File: src/rtl/ccg_sweep_ctrl_if.sv
// ccg_sweep_ctrl_if: response beat stream (vector index + captured CUT response) with valid/ready
interface ccg_sweep_ctrl_if #(parameter int N_IN = 7, parameter int N_OUT = 7);
  logic out_valid;
  logic out_ready;
  logic [N_IN-1:0] out_vec;
  logic [N_OUT-1:0] out_resp;
  modport master(output out_valid, out_vec, out_resp, input out_ready);
  modport slave(input out_valid, out_vec, out_resp, output out_ready);
endinterface

File: src/rtl/ccg_sweep_ctrl.sv
// ccg_sweep_ctrl: drives every input vector onto a combinational CUT, streams responses, folds them into a MISR
module ccg_sweep_ctrl #(
  parameter int N_IN = 7,
  parameter int N_OUT = 7,
  parameter int SETTLE = 1,
  parameter logic [15:0] MISR_POLY = 16'h1021,
  parameter logic [15:0] MISR_SEED = 16'hFFFF
) (
  input  logic clk,
  input  logic rst,
  input  logic start,
  input  logic abort,
  output logic busy,
  output logic done,
  output logic [N_IN-1:0] cut_x,
  input  logic [N_OUT-1:0] cut_f,
  ccg_sweep_ctrl_if.master beat,
  output logic [15:0] signature
);
  localparam int CW = SETTLE > 1 ? $clog2(SETTLE) : 1;
  typedef enum logic [1:0] {S_IDLE, S_SETTLE, S_PRESENT, S_DONE} state_t;
  state_t state, state_nxt;
  logic [N_IN-1:0] vec;
  logic [CW-1:0] cnt;
  logic go, cap, hs, last;
  logic [15:0] sig_nxt;
  assign go = start && !abort && (state == S_IDLE || state == S_DONE);
  assign cap = !abort && state == S_SETTLE && cnt == '0;
  assign hs = !abort && state == S_PRESENT && beat.out_ready;
  assign last = &vec;
  assign sig_nxt = {signature[14:0], 1'b0} ^ (signature[15] ? MISR_POLY : 16'h0) ^ 16'(beat.out_resp);
  assign busy = state == S_SETTLE || state == S_PRESENT;
  assign done = state == S_DONE;
  assign beat.out_valid = state == S_PRESENT;
  // vec stays at the last vector in DONE, so the CUT keeps seeing it
  assign cut_x = vec;
  always_comb begin
    state_nxt = state;
    state_nxt = abort ? S_IDLE : go ? S_SETTLE : cap ? S_PRESENT : hs ? (last ? S_DONE : S_SETTLE) : state;
  end
  always_ff @(posedge clk or posedge rst)
    if (rst) state <= S_IDLE;
    else state <= state_nxt;
  always_ff @(posedge clk or posedge rst) begin
    if (rst) begin
      vec <= '0;
      cnt <= '0;
      beat.out_vec <= '0;
      beat.out_resp <= '0;
      signature <= MISR_SEED;
    end else begin
      if (go) begin
        vec <= '0;
        cnt <= CW'(SETTLE - 1);
        signature <= MISR_SEED;
      end
      if (!abort && state == S_SETTLE && cnt != '0) cnt <= cnt - CW'(1);
      if (cap) begin
        beat.out_vec <= vec;
        beat.out_resp <= cut_f;
      end
      if (hs) begin
        signature <= sig_nxt;
        if (!last) begin
          vec <= vec + N_IN'(1);
          cnt <= CW'(SETTLE - 1);
        end
      end
    end
  end
endmodule

File: src/flat_wrapper.sv
// flat-port wrapper written by rule: the top's interface ports become plain ports
module ccg_sweep_ctrl_flat 
#(
  parameter int N_IN = 7,
  parameter int N_OUT = 7,
  parameter int SETTLE = 1,
  parameter logic [15:0] MISR_POLY = 16'h1021,
  parameter logic [15:0] MISR_SEED = 16'hFFFF
)
  (clk, rst, start, abort, busy, done, cut_x, cut_f, signature, beat_out_valid, beat_out_vec, beat_out_resp, beat_out_ready);
  ccg_sweep_ctrl_if #(.N_IN(N_IN), .N_OUT(N_OUT)) beat_i ();
  input  logic clk;
  input  logic rst;
  input  logic start;
  input  logic abort;
  output logic busy;
  output logic done;
  output logic [N_IN-1:0] cut_x;
  input  logic [N_OUT-1:0] cut_f;
  output logic [15:0] signature;
  output wire logic [$bits(beat_i.out_valid)-1:0] beat_out_valid;
  output wire logic [$bits(beat_i.out_vec)-1:0] beat_out_vec;
  output wire logic [$bits(beat_i.out_resp)-1:0] beat_out_resp;
  input wire logic [$bits(beat_i.out_ready)-1:0] beat_out_ready;
  assign beat_out_valid = beat_i.out_valid;
  assign beat_out_vec = beat_i.out_vec;
  assign beat_out_resp = beat_i.out_resp;
  assign beat_i.out_ready = beat_out_ready;
  ccg_sweep_ctrl #(.N_IN(N_IN), .N_OUT(N_OUT), .SETTLE(SETTLE), .MISR_POLY(MISR_POLY), .MISR_SEED(MISR_SEED)) u_core (.clk(clk), .rst(rst), .start(start), .abort(abort), .busy(busy), .done(done), .cut_x(cut_x), .cut_f(cut_f), .beat(beat_i), .signature(signature));
endmodule
File: config.mk
export PLATFORM = sky130hd
export DESIGN_NAME = ccg_sweep_ctrl_flat
export DESIGN_NICKNAME = d
export VERILOG_FILES = /design/src/rtl/ccg_sweep_ctrl_if.sv /design/src/rtl/ccg_sweep_ctrl.sv /design/src/flat_wrapper.sv
export SDC_FILE = /design/constraint.sdc
export NUM_CORES = 1
export LEC_CHECK = 0
export BUFFER_PORTS_ARGS = -buffer_cell sky130_fd_sc_hd__buf_2
export CORE_MARGIN = 2
export CORE_UTILIZATION = 46
export CTS_CLUSTER_DIAMETER = 80
export DETAILED_ROUTE_END_ITERATION = 10
export PLACE_DENSITY_LB_ADDON = 0.12
export SETUP_SLACK_MARGIN = 0.05
export SYNTH_ARGS = -nofsm -noshare
export SYNTH_HDL_FRONTEND = slang
export SYNTH_SLANG_ARGS = --single-unit
File: constraint.sdc
create_clock -name clk -period 1.4 [get_ports clk]
set_input_delay 0.14 -clock clk [delete_from_list [all_inputs] [get_ports clk]]
set_output_delay 0.14 -clock clk [all_outputs]
set_load 0.02 [all_outputs]
# Word-level counts from Yosys, hierarchy flattened
# Cells that the tools add are included.
dict set report word_totals {
  register_bits 40
  out_inout_bits 40
  in_bits 12
  elab_cells 43
}
dict set report op_classes {
  eq_ne 3
  n_addsub 2
  n_reduce_logical 14
  mux 15
  bitwise 3
}
# op n
set ops {}
lappend ops {{16-bit two-way mux} 2}
lappend ops {{7-bit two-way mux} 3}
lappend ops {{16-bit XOR} 1}
lappend ops {{16-bit by 7-bit XOR with 16-bit output} 1}
lappend ops {{13-bit two-way mux} 1}
lappend ops {{2-bit two-way mux} 5}
lappend ops {{7-bit by 1-bit adder with 7-bit output, second input constant} 1}
lappend ops {{1-bit logical AND} 7}
lappend ops {{7-bit AND reduction} 1}
lappend ops {{2-bit == test, second input constant} 2}
lappend ops {{1-bit two-way mux} 4}
lappend ops {{4-bit nonzero test} 1}
lappend ops {{2-bit by 1-bit == test with 1-bit output, second input constant} 1}
lappend ops {{2-bit zero test} 1}
lappend ops {{1-bit logical OR} 2}
lappend ops {{2-bit nonzero test} 1}
lappend ops {{1-bit zero test} 1}
lappend ops {{1-bit inverter} 1}
lappend ops {{1-bit subtractor, second input constant} 1}

# Longest topological paths before layout
dict set report depth {
  word_depth 7
  mapped_depth 7
  mapped_depth_nobuf 6
}

# Worst setup path after synthesis
# Ideal clock, no wire load.
dict set report synth_path {
  path_kind {register to register}
  from {register u_core.state[0]}
  to {register u_core.signature[15]}
  slack_ns -0.179
  required_time_ns 1.320
  period_less_slack_ns 1.579
  setup_ns 0.080
  arrival_ns 1.499
  path_stages_with_launch 7
  path_buffers 1
  cell_sequence {dfrtp_1 -> inv_1 -> ha_1 -> nand2_1 -> or2_2 -> buf_2 -> o22a_1}
}
dict set report synth_via {
  elab_chain_len 4
  elab_cells_between_ends 9
  classes_between {2 x eq/ne; 1 x mux; 6 x reduce/logical}
}
# item line_no
set synth_lines {}
lappend synth_lines {{start: declaration} ccg_sweep_ctrl.sv:22} ;# state_t state, state_nxt;
lappend synth_lines {{start signal: assignment} ccg_sweep_ctrl.sv:43} ;# else state <= state_nxt;
lappend synth_lines {{2-bit == test *} -}
lappend synth_lines {{named net beat_out_valid} flat_wrapper.sv:21} ;# output wire logic [$bits(beat_i.out_valid)-1:0] beat_out_valid;
lappend synth_lines {{1-bit logical AND * (2 in a row)} ccg_sweep_ctrl.sv:29} ;# assign hs = !abort && state == S_PRESENT && beat.out_ready;
lappend synth_lines {{16-bit two-way mux or 2-bit nonzero test (tied branches)} -}
lappend synth_lines {{end signal: assignment} ccg_sweep_ctrl.sv:63} ;# signature <= sig_nxt;
lappend synth_lines {{end: declaration} ccg_sweep_ctrl.sv:18} ;# output logic [15:0] signature
# Mark *: on every way through the listed nets, which the timed path passes. The rest lies on a longest branch.
# A chain may end at the register's enable or synchronous reset.

# Worst setup path after layout
dict set report layout_path {
  from {register u_core.state[1]}
  to {register u_core.beat.out_vec[6]}
}
dict set report layout_via {
  elab_chain_len 3
}
# item line_no
set layout_lines {}
lappend layout_lines {{2-bit by 1-bit == test with 1-bit output} ccg_sweep_ctrl.sv:28} ;# assign cap = !abort && state == S_SETTLE && cnt == '0;
lappend layout_lines {{1-bit logical AND (2 in a row)} ccg_sweep_ctrl.sv:28}
lappend layout_lines {{end signal: assignment} ccg_sweep_ctrl.sv:59} ;# beat.out_vec <= vec;
lappend layout_lines {{end: declaration} ccg_sweep_ctrl_if.sv:7} ;# modport master(output out_valid, out_vec, out_resp, input out_ready);
# Every way passes these cells.

==> impl_results.md <==
- Outcome: finished, violations left
- Failing checks: negative setup slack
- Final nets: 246
- CTS root buffer: clkbuf_8
- Post-synth ARST share: 100%
- Fin cells: approximately 280
- Initial Utilization: 48.7%
- Post-DP Area: around 2300 um2
- Std cell rows: 22
- Final wirelength: around 4600 um
- Initial antenna violation count: 0
- DRT iter0 DRCs: 34
- Vias in the first global route: ~1400
- CTS Sinks: 40
- # diodes: 0
- Max_cap viols: 0
- Synth top area share: approximately 33%
- Die width: about 67 um
- Yosys top cell by area: dfrtp_1
- Final-report hold violation count: 0
- GP Congestion: 0.869
- Hold-critical path endpoint: u_core.beat.out_resp[3]
- M1 wire length: 1900 um
- Maximum VDD drop: 892 uV
- Worst hold path depth: 2
- Later-pin clock latency in the skew report: between 0.2 and 0.3 ns
- Total number of vias: 1462
- Cell variety after synth: 30
- Count leader, synth: dfrtp_1
- Met2 wire len: approximately 2300 um
- Main combinational cell family by area after synthesis: compound AO/OA/AOI/OAI gates
- Compound-Gate Fraction of Synth Area: 14.0%
- Internal Power: 0.00223 W
- Hold crit path type: input port to flip-flop
- FF+latch count, synth: 40
- Startpoint Class: flip-flop
- Leading cell types by count after synthesis: dfrtp_1, dfstp_2, nor2_1, a21oi_1, xnor2_1
- Residual overflow from global routing: 0
- Area grow syn2layout: 50.3%
- Placed insts: around 260
- Die ar.: roughly 4500 um2
- LEAKAGE: ~1.2 nW
- Seq/Total Area, Yosys: a little under three fifths
- First-pass detailed-route iteration total: 4
- Antenna viol nets, final: 0
- Final min period: about 1.5 ns
- DR DRC count: 0
- Post-DP HPWL: around 2700 um
- Hold_sp: cut_f[3]
- Sw power: about 0.00092 W
- Post-synthesis adder-cell area fraction: 2.75%
- Clock transition at the registers of the reported paths: 0.08 ns
- Simple-gate share of the synthesized area: 8.10%
- Multiplexer share of the synthesized area: 10.3%
- CTS H-tree depth: 2
- Syn avg cell area: ~12 um2
- Num ports: 52
- Worst r2r src: u_core.state[1]
- Final Max Slew Viols: 0
- Seq pwr share: between 40% and 50%
- Setup CP Type: flip-flop to flip-flop
- Worst-Margin Slew: approximately 0.50 ns
- Total GRT Usage: around a fifth
- Synth area leaders: dfrtp_1, dfstp_2, mux2_4
- Final WS setup: -0.147 ns
- Clk buf depth: 2
- Via density: between 5 and 6
- Synth Warn #: 0
- Sw frac: between 20% and 30%
- Synth Area in XOR/XNOR: 5.29%
- Avg WL per Cell: between 15 and 20 um
- Critical path endpoint category: flip-flop
- CTS tree: built
- Max Used Layer: met4
- Final setup vio count: 39
- Reg-to-reg slack, setup: -0.15 ns
- Period utilisation layout: 110%
- Final Util: approximately 73%
- Chip height: between 60 and 70 um
- IO buf count: 51
- Crit path DAT: around 1.7 ns
- WP data required: between 1.5 and 2 ns
- EDFF count, synth: 0
- Share of cells above drive strength 1: between 70% and 80%
- Unrepaired setup endpoints after global routing: yes
- RR Endpoint: u_core.beat.out_vec[6]
- Syn nets: between 150 and 200
- Synth Instances: ~150
- Critical path peak fanout: 8
- Routed length on met3: about 230 um
- CTS buffer count: 5
- Clock network power share: 29.4%
- Worst Skew: between 0.002 and 0.0025 ns
- Global-route wire length before repair: about 6700 um
- Max Freq: about 650 MHz
- FF-to-FF path depth: 5
- Area of the mapped netlist: roughly 1800 um2
- Core Region: 3740 um2
- Largest net degree at the start of global routing: between 40 and 50
- Power share of the combinational group: 26.7%
- Main synth FF type: dfrtp_1
- Max transition margin: roughly 67%
- Finished Cell Area: approximately 2700 um2
- PD cells: 1150 nW/um2
[worst max-delay path: stages (launching register included)]
cell and delay (ns):
dfrtp_2 0.44, inv_2 0.09, ha_4 0.14, nor3b_4 0.25, buf_6 0.20, mux2_4 0.31
[worst max-delay path by stage]
stage | startpoint | endpoint | slack, ns
final | u_core.state[1] | u_core.beat.out_vec[6] | -0.15
after detailed placement | u_core.state[1] | u_core.beat.out_resp[4] | -0.14
after global placement | u_core.state[0] | u_core.cut_x[5] | -0.1
after floorplan | u_core.state[1] | u_core.beat.out_resp[0] | -0.15
after CTS | u_core.state[1] | u_core.beat.out_vec[6] | -0.10
after global routing | u_core.state[1] | u_core.beat.out_vec[6] | -0.20
[power groups by stage]
stage | sequential, W | combinational [W] | clock, W
after floorplan | 0.00150 | 0.000311 | 0
after global placement | 0.00138 | 0.000627 | 0
after detailed placement | 0.00139 | 0.000633 | 0
after CTS | 0.00137 | 0.000733 | 0.000944
after global routing | 0.00140 | 0.000899 | 0.000989
final | 0.00138 | 0.000840 | 0.000927
[logic make-up after synthesis]
| kind of cell | after synthesis |
|---|---|
| flops | 40 |
| simple gates | 30 |
| fa+ha+maj | 4 |
| mux | 14 |
| buf+inv | 9 |
| xor+xnor | 11 |
| compound gates | 38 |
[metrics by stage]
stage | hold slack, ns | TNS, ns | power [W] | setup WS (ns)
6_report | 0.0747 | -3.62 | 0.00315 | -0.147
5_1_grt | 0.0621 | -5.69 | 0.00329 | -0.201
4_1_cts | 0.0716 | -2.08 | 0.00305 | -0.101
3_5_place_dp | 0.287 | -3.09 | 0.00202 | -0.140
3_3_place_gp | 0.276 | -1.29 | 0.00201 | -0.0989
2_1_floorplan | 0.288 | -3.13 | 0.00181 | -0.146
[routing by layer]
metal	global-route usage [%]	vias up
met1	25.1	719
met4	9.69	0
met2	33.3	45
li1	-	684
met3	5.41	14
met5	0	-
[what timing repair did]
item / CTS / global route
endpoints found under the setup margin: 42 / 43
resized for setup: 32 / 43
buffers inserted: 5 / 4
hold endpoints to repair: 24 / 0
cloned: 0 / 1
hold buffers: 1 / 0
pin swaps: 7 / 15
[area by class of cell]
class	count	area, um2
inverter	4	15.0
sequential	40	1030
tap	48	60.1
timing repair buffer	82	578
clock inverter	2	35.0
multi-input combinational	97	951
clock buffer	6	72.6
fill	280	1010
[registers in the layout, indices dropped and copies added (netlist names)]
name,flops
u_core.cut_x,7
u_core.beat.out_vec,7
u_core.signature,16
u_core.beat.out_resp,7
u_core.state,2
u_core.cnt,1
[cell usage in the layout, fill, tap and decap left out, types with 2 or more instances in the layout]
cell	synthesis	routed
o21ai_2	0	2
dfstp_2	16	16
o22a_1	8	8
ha_4	0	2
buf_12	1	2
dfrtp_1	24	20
nor2_4	0	9
a21oi_2	1	9
a21oi_1	12	2
nand3_1	4	2
a22o_1	4	4
clkbuf_8	0	5
xnor2_1	9	9
nand2_2	0	2
dfrtp_2	0	4
buf_6	1	10
mux2_4	8	14
nor2_2	1	2
or2_4	0	2
buf_2	2	48
inv_2	0	3
o21ai_1	0	4
nand2_1	6	3
nand3_2	0	2
buf_4	1	20
a21oi_4	0	2
nor2_1	14	4
xor2_1	2	2
o21a_1	2	2
Power figures use the tool's default switching activity.
